**config.mk**
```make
export PLATFORM = sky130hd
export DESIGN_NAME = multicycle_control_unit_flat
export DESIGN_NICKNAME = d
export VERILOG_FILES = /design/src/rtl/multicycle_control_unit_if.sv /design/src/rtl/multicycle_control_unit.sv /design/src/flat_wrapper.sv
export SDC_FILE = /design/constraint.sdc
export NUM_CORES = 1
export LEC_CHECK = 0
export ABC_AREA = 0
export CAP_MARGIN = 25
export CORE_MARGIN = 2
export CORE_UTILIZATION = 40
export CTS_CLUSTER_DIAMETER = 40
export CTS_CLUSTER_SIZE = 16
export DETAILED_ROUTE_END_ITERATION = 12
export PLACE_DENSITY_LB_ADDON = 0.08
export REMOVE_ABC_BUFFERS = 1
export SETUP_SLACK_MARGIN = 0.05
export SYNTH_ARGS = -nofsm -noshare
export SYNTH_HDL_FRONTEND = slang
export SYNTH_SLANG_ARGS = --single-unit
```
**constraint.sdc**
```tcl
create_clock -name clock -period 2.4 [get_ports clock]
set_clock_uncertainty 0.05 [all_clocks]
set_input_delay 0.48 -clock clock [delete_from_list [all_inputs] [get_ports clock]]
set_output_delay 0.48 -clock clock [all_outputs]
set_load 0.005 [all_outputs]
```
**src/rtl/multicycle_control_unit_if.sv**
```systemverilog
// Control-unit bus: instruction/handshake inputs and datapath control outputs.
// master = control unit, slave = datapath side.
interface multicycle_control_unit_if;
    logic [15:0] inst;
    logic        mem_ready;
    logic        alu_zero;
    logic        pc_write;
    logic        pc_write_cond;
    logic        pc_src;
    logic        ir_write;
    logic        mem_read;
    logic        mem_write;
    logic        iord;
    logic        reg_write;
    logic        mem_to_reg;
    logic        alu_src_a;
    logic [1:0]  alu_src_b;
    logic [1:0]  alu_op;
    logic        inst_done;
    logic        illegal_inst;
    logic        halted;
    logic [3:0]  state;

    modport master (
        input  inst, mem_ready, alu_zero,
        output pc_write, pc_write_cond, pc_src, ir_write, mem_read, mem_write,
               iord, reg_write, mem_to_reg, alu_src_a, alu_src_b, alu_op,
               inst_done, illegal_inst, halted, state
    );

    modport slave (
        output inst, mem_ready, alu_zero,
        input  pc_write, pc_write_cond, pc_src, ir_write, mem_read, mem_write,
               iord, reg_write, mem_to_reg, alu_src_a, alu_src_b, alu_op,
               inst_done, illegal_inst, halted, state
    );
endinterface

```
**src/rtl/multicycle_control_unit.sv**
```systemverilog
// Multicycle CPU control FSM with fully registered outputs. Handshake-completion
// strobes (ir_write/pc_write after FETCH, inst_done after MEM_WR) are registered
// at the completing edge and therefore appear in the first cycle of the successor state.
module multicycle_control_unit (
    input  logic                         clock,
    input  logic                         reset,
    multicycle_control_unit_if.master    bus
);

    typedef enum logic [3:0] {
        S_INIT     = 4'd0,
        S_FETCH    = 4'd1,
        S_DECODE   = 4'd2,
        S_EXEC_R   = 4'd3,
        S_EXEC_I   = 4'd4,
        S_MEM_ADDR = 4'd5,
        S_MEM_RD   = 4'd6,
        S_MEM_WR   = 4'd7,
        S_WB_ALU   = 4'd8,
        S_WB_MEM   = 4'd9,
        S_BR_TGT   = 4'd10,
        S_BR_CMP   = 4'd11,
        S_HALT     = 4'd12
    } state_t;

    state_t      r_state;
    state_t      w_next;
    logic [3:0]  w_opcode;
    logic        w_illegal;
    logic        w_unused;

    logic        r_pc_write;
    logic        r_pc_write_cond;
    logic        r_pc_src;
    logic        r_ir_write;
    logic        r_mem_read;
    logic        r_mem_write;
    logic        r_iord;
    logic        r_reg_write;
    logic        r_mem_to_reg;
    logic        r_alu_src_a;
    logic [1:0]  r_alu_src_b;
    logic [1:0]  r_alu_op;
    logic        r_inst_done;
    logic        r_illegal_inst;
    logic        r_halted;

    assign w_opcode = bus.inst[3:0];
    assign w_unused = ^{bus.alu_zero, bus.inst[15:4]};

    // Next-state selection and undefined-opcode detection.
    always_comb begin
        w_next    = S_INIT;
        w_illegal = 1'b0;
        case (r_state)
            S_INIT:   w_next = S_FETCH;
            S_FETCH:  w_next = bus.mem_ready ? S_DECODE : S_FETCH;
            S_DECODE: begin
                case (w_opcode)
                    4'h0, 4'h1, 4'h2, 4'h3, 4'h4: w_next = S_EXEC_R;
                    4'h5, 4'h8, 4'h9, 4'hF:       w_next = S_EXEC_I;
                    4'hA, 4'hB:                   w_next = S_MEM_ADDR;
                    4'h6:                         w_next = S_BR_TGT;
                    4'h7:                         w_next = S_HALT;
                    default: begin
                        w_next    = S_FETCH;
                        w_illegal = 1'b1;
                    end
                endcase
            end
            S_EXEC_R, S_EXEC_I: w_next = S_WB_ALU;
            S_MEM_ADDR: begin
                if (w_opcode == 4'hA) begin
                    w_next = S_MEM_RD;
                end else if (w_opcode == 4'hB) begin
                    w_next = S_MEM_WR;
                end else begin
                    w_next = S_FETCH;
                end
            end
            S_MEM_RD: w_next = bus.mem_ready ? S_WB_MEM : S_MEM_RD;
            S_MEM_WR: w_next = bus.mem_ready ? S_FETCH  : S_MEM_WR;
            S_WB_ALU, S_WB_MEM, S_BR_CMP: w_next = S_FETCH;
            S_BR_TGT: w_next = S_BR_CMP;
            S_HALT:   w_next = S_HALT;
            default:  w_next = S_INIT;
        endcase
    end

    // State register and registered outputs derived from the state being entered.
    always_ff @(posedge clock) begin
        if (reset) begin
            r_state         <= S_INIT;
            r_pc_write      <= 1'b0;
            r_pc_write_cond <= 1'b0;
            r_pc_src        <= 1'b0;
            r_ir_write      <= 1'b0;
            r_mem_read      <= 1'b0;
            r_mem_write     <= 1'b0;
            r_iord          <= 1'b0;
            r_reg_write     <= 1'b0;
            r_mem_to_reg    <= 1'b0;
            r_alu_src_a     <= 1'b0;
            r_alu_src_b     <= 2'b00;
            r_alu_op        <= 2'b00;
            r_inst_done     <= 1'b0;
            r_illegal_inst  <= 1'b0;
            r_halted        <= 1'b0;
        end else begin
            r_state         <= w_next;
            r_pc_write      <= (r_state == S_FETCH) && bus.mem_ready;
            r_ir_write      <= (r_state == S_FETCH) && bus.mem_ready;
            r_inst_done     <= (r_state == S_MEM_WR) && bus.mem_ready;
            r_illegal_inst  <= w_illegal;
            r_pc_write_cond <= 1'b0;
            r_pc_src        <= 1'b0;
            r_mem_read      <= 1'b0;
            r_mem_write     <= 1'b0;
            r_iord          <= 1'b0;
            r_reg_write     <= 1'b0;
            r_mem_to_reg    <= 1'b0;
            r_alu_src_a     <= 1'b0;
            r_alu_src_b     <= 2'b00;
            r_alu_op        <= 2'b00;
            r_halted        <= 1'b0;
            case (w_next)
                S_FETCH: begin
                    r_mem_read  <= 1'b1;
                    r_alu_src_b <= 2'b01;
                end
                S_EXEC_R: begin
                    r_alu_src_a <= 1'b1;
                    r_alu_op    <= 2'b10;
                end
                S_EXEC_I: begin
                    r_alu_src_a <= 1'b1;
                    r_alu_src_b <= 2'b10;
                    r_alu_op    <= (w_opcode == 4'h5) ? 2'b11 : 2'b10;
                end
                S_MEM_ADDR: begin
                    r_alu_src_a <= 1'b1;
                    r_alu_src_b <= 2'b10;
                end
                S_MEM_RD: begin
                    r_mem_read <= 1'b1;
                    r_iord     <= 1'b1;
                end
                S_MEM_WR: begin
                    r_mem_write <= 1'b1;
                    r_iord      <= 1'b1;
                end
                S_WB_ALU: begin
                    r_reg_write <= 1'b1;
                    r_inst_done <= 1'b1;
                end
                S_WB_MEM: begin
                    r_reg_write  <= 1'b1;
                    r_mem_to_reg <= 1'b1;
                    r_inst_done  <= 1'b1;
                end
                // Branch target is PC+2 + (imm<<1); the compare leaves PC gating to alu_zero in the datapath.
                S_BR_TGT: begin
                    r_alu_src_b <= 2'b10;
                end
                S_BR_CMP: begin
                    r_alu_src_a     <= 1'b1;
                    r_alu_op        <= 2'b01;
                    r_pc_write_cond <= 1'b1;
                    r_pc_src        <= 1'b1;
                    r_inst_done     <= 1'b1;
                end
                S_HALT: begin
                    r_halted <= 1'b1;
                end
                default: begin
                end
            endcase
        end
    end

    assign bus.pc_write      = r_pc_write;
    assign bus.pc_write_cond = r_pc_write_cond;
    assign bus.pc_src        = r_pc_src;
    assign bus.ir_write      = r_ir_write;
    assign bus.mem_read      = r_mem_read;
    assign bus.mem_write     = r_mem_write;
    assign bus.iord          = r_iord;
    assign bus.reg_write     = r_reg_write;
    assign bus.mem_to_reg    = r_mem_to_reg;
    assign bus.alu_src_a     = r_alu_src_a;
    assign bus.alu_src_b     = r_alu_src_b;
    assign bus.alu_op        = r_alu_op;
    assign bus.inst_done     = r_inst_done;
    assign bus.illegal_inst  = r_illegal_inst;
    assign bus.halted        = r_halted;
    assign bus.state         = r_state;

endmodule

```
**src/flat_wrapper.sv**
```systemverilog
// flat-port wrapper written by rule: the top's interface ports become plain ports
module multicycle_control_unit_flat 
  (clock, reset, bus_inst, bus_mem_ready, bus_alu_zero, bus_pc_write, bus_pc_write_cond, bus_pc_src, bus_ir_write, bus_mem_read, bus_mem_write, bus_iord, bus_reg_write, bus_mem_to_reg, bus_alu_src_a, bus_alu_src_b, bus_alu_op, bus_inst_done, bus_illegal_inst, bus_halted, bus_state);
  multicycle_control_unit_if bus_i ();
  input  logic clock;
  input  logic reset;
  input wire logic [$bits(bus_i.inst)-1:0] bus_inst;
  input wire logic [$bits(bus_i.mem_ready)-1:0] bus_mem_ready;
  input wire logic [$bits(bus_i.alu_zero)-1:0] bus_alu_zero;
  output wire logic [$bits(bus_i.pc_write)-1:0] bus_pc_write;
  output wire logic [$bits(bus_i.pc_write_cond)-1:0] bus_pc_write_cond;
  output wire logic [$bits(bus_i.pc_src)-1:0] bus_pc_src;
  output wire logic [$bits(bus_i.ir_write)-1:0] bus_ir_write;
  output wire logic [$bits(bus_i.mem_read)-1:0] bus_mem_read;
  output wire logic [$bits(bus_i.mem_write)-1:0] bus_mem_write;
  output wire logic [$bits(bus_i.iord)-1:0] bus_iord;
  output wire logic [$bits(bus_i.reg_write)-1:0] bus_reg_write;
  output wire logic [$bits(bus_i.mem_to_reg)-1:0] bus_mem_to_reg;
  output wire logic [$bits(bus_i.alu_src_a)-1:0] bus_alu_src_a;
  output wire logic [$bits(bus_i.alu_src_b)-1:0] bus_alu_src_b;
  output wire logic [$bits(bus_i.alu_op)-1:0] bus_alu_op;
  output wire logic [$bits(bus_i.inst_done)-1:0] bus_inst_done;
  output wire logic [$bits(bus_i.illegal_inst)-1:0] bus_illegal_inst;
  output wire logic [$bits(bus_i.halted)-1:0] bus_halted;
  output wire logic [$bits(bus_i.state)-1:0] bus_state;
  assign bus_i.inst = bus_inst;
  assign bus_i.mem_ready = bus_mem_ready;
  assign bus_i.alu_zero = bus_alu_zero;
  assign bus_pc_write = bus_i.pc_write;
  assign bus_pc_write_cond = bus_i.pc_write_cond;
  assign bus_pc_src = bus_i.pc_src;
  assign bus_ir_write = bus_i.ir_write;
  assign bus_mem_read = bus_i.mem_read;
  assign bus_mem_write = bus_i.mem_write;
  assign bus_iord = bus_i.iord;
  assign bus_reg_write = bus_i.reg_write;
  assign bus_mem_to_reg = bus_i.mem_to_reg;
  assign bus_alu_src_a = bus_i.alu_src_a;
  assign bus_alu_src_b = bus_i.alu_src_b;
  assign bus_alu_op = bus_i.alu_op;
  assign bus_inst_done = bus_i.inst_done;
  assign bus_illegal_inst = bus_i.illegal_inst;
  assign bus_halted = bus_i.halted;
  assign bus_state = bus_i.state;
  multicycle_control_unit u_core (.clock(clock), .reset(reset), .bus(bus_i));
endmodule
```
==> results.cfg <==
[pwr]
internal_power_w = 0.000485
p_clk_frac = 0.239
p_leak_nw = 0.516
p_sw_w = 0.000176
powerDensity_nw_per_um2 = 494
swShare = 0.266
power_frac_seq = 0.517
irDropWorstVdd_uv = 517
power_frac_comb = 0.244

[route]
met2_length_mm = 1.03
route.vias.total = 892
highest_layer = met4
wl_mm = 2.12
drt_iter0_drc = 20
first_pass_iters = 4
drc = 0
ant_nets = 0
avgRoutedWirePerCell_um = 12.4
avgViaCountPerCell = 5.22
wl_met3_um = 81
wl_met1_um = 988

[yosys]
synth_edf_count = 0
yosysSeqAreaShare = 0.418
synthTopCellsByArea = dfxtp_1, nand2_1, nor2_1
synth_ff_type = dfxtp_1
yosys_register_bits = 19
yosysTopAreaCellShare = 0.418
syn_inst = 102
netlist_area_um2 = 910
yosysUniqueCellTypes = 42
avgSynthCellArea_um2 = 8.92
yosys_warnings = 0
yosys.area.top_type = dfxtp_1
async_flop_share = 0

[run_status]
status = finished clean

[min_path]
hold_depth = 2
hold_class = flop to flop
hp-start = u_core.bus.state[3]
whs_endpoint = u_core.bus.pc_write_cond

[critical_path]
crit_buf_inv = 3
rr_worst_depth = 6
critical_path.cell_chain = clkdlybuf4s50_1, inv_1, maj3_2, a221oi_4, a21oi_2, buf_4, or3_4, a211oi_2
worst_path_largest_cell_delay_ns = 0.51
crit_arrival_ns = 2.43
start_kind = primary input
worst-setup-path-type = primary input to flop
rrSetupSlack_ns = 0.21
worst_r2r_endpoint = u_core.bus.inst_done
path_max_fanout = 9
slowest_stage = clkdlybuf4s50_1
crit_path_end_kind = flop
critPathRequiredTime_ns = 2.57
r2r-start = u_core.bus.state[2]
crit_family = buffers and inverters

[global_routing]
grt_pass1_wl_mm = 3.57
grt_pass1_vias = 843
grt_usage = 0.180
grt_overflow_total = 0
antenna_found_initial = 0
grt_start_max_net_pins = 14

[sta]
holdWs_ns = 0.634
slew_headroom = 0.728
fin_crit_ns = 2.26
slew_violations = 0
worstMarginPinSlew_ns = 0.408
timing.final.hold_violations = 0
worst_slack_ns = 0.137
fin_crit_sh = 0.943
rsz0062_at_grt = false
setup-violations-final = 0
achievable-frequency_ghz = 0.442

[final_layout]
final_cell_mix = clkdlybuf4s50_1, dfxtp_1, buf_4
layout.cells.most_common = clkdlybuf4s50_1
final_util = 0.611
layout-drive-gt1-share = 0.196
instances_no_fill = 171
diodes = 0
area_growth_pct = 47.0
design_area_um2 = 1340
largest_reg_flops = 4
num-nets-final = 164

[cts]
cts_sinks = 19
cts_max_level = 1
clkTransAtPathRegs_ns = 0.10
numCtsBuffers = 3
cts_tree = done
clockBufferDepth = 2
hold_buffers = 0
cts_root_buffer = clkbuf_4
clock_latency_ns = 0.30

[placed_design]
dp_cells = 166
place_area_um2 = 1290
pre_cts_ws_ns = -0.127
io_buffers = 27
place_congestion = 0.848
hpwl_mm = 1.62

[floorplanning]
placementRows = 17
start_util = 0.415
die_h_um = 51.7
core_um2 = 2190
ios = 41
die_area_um2 = 2670
die_x_um = 51.7

[job]
maxCapViolCount = 0
-- worst max path at each step --
stage / from / to / slack [ns] / depth (start not counted)
6_report: bus_inst[3] / u_core.bus.alu_src_a / 0.14 / 8
2_1_floorplan: u_core.bus.state[3] / u_core.bus.alu_src_b[1] / 0.53 / 6
4_1_cts: bus_inst[3] / u_core.bus.alu_src_a / 0.19 / 7
3_5_place_dp: bus_inst[3] / u_core.bus.alu_op[1] / -0.13 / 7
3_3_place_gp: bus_inst[3] / u_core.bus.alu_src_a / -0.08 / 7
5_1_grt: u_core.bus.state[2] / u_core.bus.inst_done / 0.06 / 6
-- tightest hold or removal path: stages (launching register included) --
cell and delay [ns]:
dfxtp_1 0.45, nand3_1 0.16, nor2_1 0.04
-- per-stage QoR --
step	power (W)	TNS, ns
5_1_grt	0.000699	0
3_5_place_dp	0.000503	-0.779
4_1_cts	0.000657	0
3_3_place_gp	0.000500	-0.194
6_report	0.000661	0
2_1_floorplan	0.000413	0
-- per-layer routing --
metal  up-vias  GRT usage
li1        453          -
met1       413      0.216
met2        22      0.306
met3         4     0.0603
met4         0     0.0526
met5         -          0
-- cell type report --
type                       count  area, um^2
multi-input combinational     73         487
tap                           28        35.0
timing repair buffer          44         398
clock buffer                   4        26.3
fill                         197         853
inverter                       3        11.3
sequential                    19         380
-- logic make-up (layout without fill, tap and decap cells) --
logic type | count (synthesis) | count (layout) | synth area share
AOI/OAI and AO/OA | 23 | 23 | 0.195
xor gates and xnor gates | 1 | 1 | 0.00963
adders and majority gates | 1 | 1 | 0.0124
buffers and inverters | 10 | 51 | 0.0633
DFF | 19 | 19 | 0.418
muxes | 1 | 1 | 0.0110
and+or+nand+nor | 47 | 47 | 0.290
-- Yosys cell counts, types with 2 or more instances --
cell and number:
a211oi_2 2, a21oi_1 5, a31oi_1 2, and3_1 3, buf_4 3, dfxtp_1 19, inv_1 3, nand2_1 9
nand2b_1 2, nand3_1 3, nor2_1 9, nor2b_1 5, nor3_1 2, nor3b_1 2, nor4_1 2, o211ai_1 2
o21ai_0 2, o22ai_1 2, or3_1 2
-- repair_timing --
action                     CTS  global route
gates resized for setup      0             2
setup endpoints to repair    0             3
buffers inserted             0             1
-- power by group through the flow --
| stage | registers (W) | clock network (W) | logic (W) |
|---|---|---|---|
| 2_1_floorplan | 0.000349 | 0 | 0.0000638 |
| 3_3_place_gp | 0.000349 | 0 | 0.000151 |
| 3_5_place_dp | 0.000349 | 0 | 0.000154 |
| 4_1_cts | 0.000342 | 0.000161 | 0.000154 |
| 5_1_grt | 0.000344 | 0.000181 | 0.000174 |
| 6_report | 0.000342 | 0.000158 | 0.000161 |
No activity file was read; power rests on OpenSTA's default activity.
